--- src/rtl/fir_pkg.sv ---
// ============================================================================
// Module : fir_pkg
// Shared FSM state type, default widths and width helpers for the FIR MAC.
// Rev    : 1.0  initial release
// ============================================================================
`default_nettype none

package fir_pkg;

  typedef enum logic [1:0] {
    IDLE = 2'd0,
    MAC  = 2'd1,
    OUT  = 2'd2
  } state_t;

  localparam int DEF_N_TAPS    = 4;
  localparam int DEF_BW_IN     = 2;
  localparam int DEF_BW_COEF   = 3;
  localparam int DEF_BW_ACC    = 8;
  localparam int DEF_BW_OUT    = 3;
  localparam int DEF_OUT_SHIFT = 0;

  function automatic int prod_width(input int bw_in, input int bw_coef);
    return bw_in + bw_coef;
  endfunction

endpackage

`default_nettype wire

--- src/rtl/fir_mac.sv ---
// ============================================================================
// Module : fir_mac
// Shared signed multiply-accumulate with output slice; FIR_SAT_EN clamps it.
// Rev    : 1.0  initial release
// ============================================================================
`default_nettype none

module fir_mac
  import fir_pkg::*;
#(
  parameter int BW_IN     = DEF_BW_IN,
  parameter int BW_COEF   = DEF_BW_COEF,
  parameter int BW_ACC    = DEF_BW_ACC,
  parameter int BW_OUT    = DEF_BW_OUT,
  parameter int OUT_SHIFT = DEF_OUT_SHIFT
) (
  input  logic                      clk,
  input  logic                      reset,
  input  logic                      clear,
  input  logic                      en,
  input  logic                      last,
  input  logic signed [BW_COEF-1:0] coef,
  input  logic signed [BW_IN-1:0]   sample,
  output logic signed [BW_OUT-1:0]  y
);

  localparam int PW  = prod_width(BW_IN, BW_COEF);
  localparam int MSB = OUT_SHIFT + BW_OUT - 1;

  logic signed [PW-1:0]     prod;
  logic signed [BW_ACC-1:0] prod_ext;
  logic signed [BW_ACC-1:0] acc;
  logic signed [BW_ACC-1:0] acc_next;
  logic signed [BW_OUT-1:0] y_next;

  assign prod     = PW'(coef) * PW'(sample);
  assign prod_ext = BW_ACC'(prod);
  assign acc_next = acc + prod_ext;

`ifdef FIR_SAT_EN
  // Clamp when the discarded upper bits are not a pure sign extension of the slice.
  logic [BW_ACC-MSB-1:0] upper;
  assign upper = acc_next[BW_ACC-1:MSB];

  always_comb begin
    y_next = acc_next[MSB:OUT_SHIFT];
    if (!((&upper) || (~|upper))) begin
      y_next = acc_next[BW_ACC-1] ? {1'b1, {(BW_OUT-1){1'b0}}}
                                  : {1'b0, {(BW_OUT-1){1'b1}}};
    end
  end
`else
  assign y_next = acc_next[MSB:OUT_SHIFT];
`endif

  // Output is captured from the final sum so it is already valid during the strobe cycle.
  always_ff @(posedge clk) begin
    if (reset) begin
      acc <= '0;
      y   <= '0;
    end else begin
      if (clear)
        acc <= '0;
      else if (en)
        acc <= acc_next;
      if (en && last)
        y <= y_next;
    end
  end

endmodule

`default_nettype wire

--- src/rtl/fir_mac_sequencer.sv ---
// ============================================================================
// Module : fir_mac_sequencer
// Time-multiplexed FIR: FSM, delay line and coefficient bank around fir_mac.
// Optional macro FIR_SAT_EN selects a saturating output slice.
// Rev    : 1.0  initial release
// ============================================================================
`default_nettype none

module fir_mac_sequencer
  import fir_pkg::*;
#(
  parameter int N_TAPS    = DEF_N_TAPS,
  parameter int BW_IN     = DEF_BW_IN,
  parameter int BW_COEF   = DEF_BW_COEF,
  parameter int BW_ACC    = DEF_BW_ACC,
  parameter int BW_OUT    = DEF_BW_OUT,
  parameter int OUT_SHIFT = DEF_OUT_SHIFT
) (
  input  logic                      clk,
  input  logic                      reset,
  input  logic                      in_valid,
  output logic                      in_ready,
  input  logic signed [BW_IN-1:0]   x_in,
  input  logic                      coef_load,
  input  logic signed [BW_COEF-1:0] coef_data,
  output logic                      out_valid,
  output logic signed [BW_OUT-1:0]  y_out,
  output logic                      busy
);

  localparam int            KW     = $clog2(N_TAPS);
  localparam logic [KW-1:0] K_LAST = KW'(N_TAPS - 1);

  state_t                    state;
  state_t                    state_next;
  logic [KW-1:0]             k;
  logic signed [BW_IN-1:0]   taps  [N_TAPS];
  logic signed [BW_COEF-1:0] coefs [N_TAPS];
  logic                      hs;
  logic                      load_en;
  logic                      mac_en;
  logic                      k_last;

  assign k_last = (k == K_LAST);

  always_ff @(posedge clk) begin
    if (reset)
      state <= IDLE;
    else
      state <= state_next;
  end

  always_comb begin
    state_next = state;
    in_ready   = 1'b0;
    busy       = 1'b0;
    out_valid  = 1'b0;
    hs         = 1'b0;
    load_en    = 1'b0;
    mac_en     = 1'b0;
    case (state)
      IDLE: begin
        // A coefficient load takes priority over an incoming sample.
        in_ready = !coef_load;
        load_en  = coef_load;
        hs       = in_valid && !coef_load;
        if (hs)
          state_next = MAC;
      end
      MAC: begin
        busy   = 1'b1;
        mac_en = 1'b1;
        if (k_last)
          state_next = OUT;
      end
      OUT: begin
        busy       = 1'b1;
        out_valid  = 1'b1;
        state_next = IDLE;
      end
      default: state_next = IDLE;
    endcase
  end

  always_ff @(posedge clk) begin
    if (reset) begin
      k <= '0;
      for (int i = 0; i < N_TAPS; i++) begin
        taps[i]  <= '0;
        coefs[i] <= '0;
      end
    end else begin
      if (hs) begin
        k       <= '0;
        taps[0] <= x_in;
        for (int i = 1; i < N_TAPS; i++)
          taps[i] <= taps[i-1];
      end else if (mac_en) begin
        k <= k_last ? '0 : k + 1'b1;
      end
      if (load_en) begin
        coefs[0] <= coef_data;
        for (int i = 1; i < N_TAPS; i++)
          coefs[i] <= coefs[i-1];
      end
    end
  end

  fir_mac #(
    .BW_IN     (BW_IN),
    .BW_COEF   (BW_COEF),
    .BW_ACC    (BW_ACC),
    .BW_OUT    (BW_OUT),
    .OUT_SHIFT (OUT_SHIFT)
  ) u_mac (
    .clk    (clk),
    .reset  (reset),
    .clear  (hs),
    .en     (mac_en),
    .last   (k_last),
    .coef   (coefs[k]),
    .sample (taps[k]),
    .y      (y_out)
  );

endmodule

`default_nettype wire

--- config.mk ---
export PLATFORM = sky130hd
export DESIGN_NAME = fir_mac_sequencer
export DESIGN_NICKNAME = d
export VERILOG_FILES = /design/src/rtl/fir_pkg.sv /design/src/rtl/fir_mac.sv /design/src/rtl/fir_mac_sequencer.sv
export SDC_FILE = /design/constraint.sdc
export NUM_CORES = 1
export LEC_CHECK = 0
export CAP_MARGIN = 25
export CORE_UTILIZATION = 55
export CTS_CLUSTER_DIAMETER = 80
export DETAILED_ROUTE_END_ITERATION = 12
export PLACE_DENSITY_LB_ADDON = 0.1
export SYNTH_ARGS = -nofsm -noshare
export SYNTH_HDL_FRONTEND = slang
export SYNTH_HIERARCHICAL = 1
export SYNTH_SLANG_ARGS = --single-unit
--- constraint.sdc ---
create_clock -name clk -period 3.53 [get_ports clk]
set_clock_uncertainty 0.1 [all_clocks]
set_input_delay 0.706 -clock clk [delete_from_list [all_inputs] [get_ports clk]]
set_output_delay 0.706 -clock clk [all_outputs]
set_load 0.01 [all_outputs]
==> impl_summary.txt <==
----------------------------------------------------
[STA]
  Final setup viols ... 0
  Min Clock Period, post-route ... 3.15 ns
  Highest clock rate ... 0.317 GHz
  Slew @ Worst Pin ... 0.559 ns
  Setup repair after global routing missed its margin ... no
  Total Neg Setup Slack ... 0 ns
  Slew margin rel. ... 62.8%
  Share of the cycle needed by the critical path after routing ... 89.4%
  Final-report max-slew violation count ... 0
  Hold Fails Final Rpt ... 0

[Hold path]
  Startpoint of the most critical hold path ... u_mac/y[0]$_SDFFE_PP0P_
  Class of the most critical hold timing path ... reg2reg

[Worst setup path]
  Critical path's largest stage delay ... 0.55 ns
  Most frequent CP cell ... fa_1
  CP Capture Type ... flip-flop
  Largest fanout of any net on the critical path ... 5
  Kind of critical path ... reg2reg
  Arr. time, crit path ... 3.28 ns
  Worst path slowest cell ... mux4_2
  Critical path startpoint category ... flip-flop
  Buffer and inverter count on the worst path ... 1
  WP data required ... 3.65 ns
  Family with the most delay on the worst path ... adder cells
  Crit path cell chain ... mux4_2, nand2b_1, fa_1, inv_1, fa_1, xor2_1, xnor2_1, a2111oi_2

[Global route]
  Wire length of the first global-routing pass ... 3.97 mm
  Met1 global-route usage ... 24.6%
  Most congested layer reported by global routing ... met2
  Largest net degree at the start of global routing ... 14
  Vias in the first global route ... 870
  Overall global routing resource usage ... 20.3%
  Met2 usage in global routing ... 30.9%
  Initial antenna violation count ... 0
  Global route overflow ... 0
  Fraction of met3 tracks used by global routing ... 6.83%

[Yosys]
  Share of the yosys chip area belonging to registers ... 54.3%
  Top-area cell type share of the netlist area ... 38.8%
  Ranking of synthesized cells by area ... edfxtp_1 39%, dfxtp_1 16%, and2_1 8.5%
  Avg Cell Area, Syn ... 13.0 sq um
  Cells after synthesis ... 119
  Flip-flop and latch count after synthesis ... 32
  Leading area contributor after synthesis ... edfxtp_1
  Mapped Area ... 0.00155 sq mm
  Number of warnings printed during yosys synthesis ... 6
  Distinct cell type count of the synthesized netlist ... 28
  Syn nets ... 137

[Route]
  Number of design-rule violations left by the first detailed-router iteration ... 10
  Final routed DRC violation total ... 0
  Detail Route Antenna Nets ... 0
  Final Routed Wirelength ... 2.61 mm
  Via/cell ratio ... 5.37
  Pre-Repair DR Iteration Count ... 4
  Vias after detailed routing ... 902
  Post-DR wirelength/cell ... 15.5 um

[Clock network]
  Total clock buffers created by CTS ... 5
  H-tree depth reported by CTS ... 2
  Clock latency on the worst-skew pair ... 0.34 ns
  Hold Buf Count CTS ... 0
  Post-cts resize count ... 0
  Buffer depth of the longest clock path ... 2
  Sinks on Clock Net ... 32
  Clock tree from TritonCTS ... built
  Root Buffer Master ... clkbuf_4
  Clock input transition at the sequential cells of the worst setup and hold paths ... 0.11 ns
  Buffers inserted by post-CTS timing repair ... 0

[Pwr]
  Highest ir drop seen on vdd ... 0.000467 V
  Static leakage ... 0.673 nW
  PD cells ... 587 mW/mm^2

[Job]
  Max-cap violation count ... 0

[Run status]
  Result of the run ... completed

[Floorplan]
  Row Count ... 18
  Width of the die ... 55.0 um
  Initial core utilization ... 60.3%
  # IOs ... 15
  Chip Height ... 55.0 um
  Die outline area ... 0.00303 sq mm
  Placeable Area ... 0.00257 sq mm

[Layout]
  Synthesis-to-layout area growth ... 15.2%
  Layout Utilization ... 69.4%
  Diode insertion count for antenna repair ... 0
  Fraction of layout cells with a size suffix above 1 ... 12.3%
  Layout Nets ... 155

[Placement]
  Post-detail-place hpwl ... 1.91 mm
  GP Congestion ... 0.707
  PortBufs ... 14

----------------------------------------------------
-- final timing paths --
path                               end  slack (ns)  cells past startpoint
max          u_mac/acc[2]$_SDFFE_PP0P_        0.38                      8
min            u_mac/y[0]$_SDFFE_PP0P_        0.37                      2
max reg2reg  u_mac/acc[2]$_SDFFE_PP0P_        0.38                      8
min reg2reg    u_mac/y[0]$_SDFFE_PP0P_        0.37                      2
-- layer usage --
metal  part of all wire, %  wire length [um]  vias up
li1                      -                 -      452
met1                    46              1210      421
met2                    47              1230       19
met3                   4.3               112       10
met4                   2.3                59        0
met5                     0                 0        -
-- registers in the layout, indices dropped and copies added (netlist names), named ones only --
| signal | cells |
|---|---|
| coefs | 12 |
| k | 2 |
| state | 2 |
| taps | 8 |
| u_mac/acc | 3 |
| u_mac/y | 3 |
-- area by class of cell --
cell class / instances / area (sq um)
tap: 30 / 37.5
clock buffer: 5 / 37.5
fill: 196 / 785
clock inverter: 3 / 42.5
inverter: 5 / 18.8
sequential: 32 / 841
multi-input combinational: 79 / 666
timing repair buffer: 14 / 140
-- power breakdown --
group / total, mW / internal (mW) / switching, mW
sequential: 0.493 / 0.456 / 0.0373
clock: 0.282 / 0.148 / 0.134
combinational: 0.271 / 0.134 / 0.137
total: 1.05 / 0.737 / 0.309
-- kinds of logic after synthesis --
group,after synthesis,share of synthesized area [%]
simple gates,47,17.7
xor+xnor,4,2.26
buf+inv,8,2.67
fa+ha+maj,9,8.25
mux,10,10.5
flops,32,54.3
compound gates,9,4.28
-- worst reg2reg max path, delay by kind of cell (launching register included) --
| family | cells | cell delay, ns |
|---|---|---|
| flip-flops | 1 | 0.51 |
| AND/OR/NAND/NOR | 1 | 0.18 |
| AO/OA/AOI/OAI | 1 | 0.38 |
| multiplexers | 1 | 0.55 |
| XOR/XNOR | 2 | 0.34 |
| buffers and inverters | 1 | 0.06 |
| adder cells (fa/ha/maj) | 2 | 0.91 |
-- cell usage in the layout, fill, tap and decap left out, drive strengths merged, types with 2 or more instances in the layout --
| cell | netlist | layout |
|---|---|---|
| ha | 7 | 7 |
| mux2i | 5 | 5 |
| mux4 | 5 | 5 |
| clkdlybuf4s50 | 0 | 14 |
| edfxtp | 20 | 20 |
| and2 | 21 | 21 |
| xnor2 | 3 | 3 |
| inv | 5 | 5 |
| dfxtp | 12 | 12 |
| nor2 | 6 | 6 |
| nor2b | 2 | 2 |
| nand2b | 6 | 6 |
| a21oi | 5 | 5 |
| nand2 | 6 | 6 |
| nor3 | 2 | 2 |
| clkbuf | 1 | 5 |
| fa | 2 | 2 |
| nand3 | 2 | 2 |
-- Yosys cell counts, drive strengths merged --
cell,instances
inv,5
a21bo,1
nand2,6
nand2b,6
ha,7
dfxtp,12
a21oi,5
nand3,2
buf,2
and2b,1
nor3,2
mux2i,5
fa,2
edfxtp,20
mux4,5
a311oi,1
xnor2,3
nor2,6
and2,21
a211oi,1
nor2b,2
xor2,1
a2111oi,1
clkbuf,1
nand3b,1
-- through the flow --
step	instance area [sq um]	std cells	setup slack, ns	power, mW	hold slack (ns)
after floorplan	1550	119	0.668	0.704	0.374
final	1780	168	0.376	1.05	0.370
after global routing	1780	168	0.259	1.09	0.400
after detailed placement	1700	160	0.422	0.771	0.357
after CTS	1780	168	0.368	1.05	0.372
after global placement	1700	160	0.517	0.755	0.342
No activity file was read; power rests on OpenSTA's default activity.
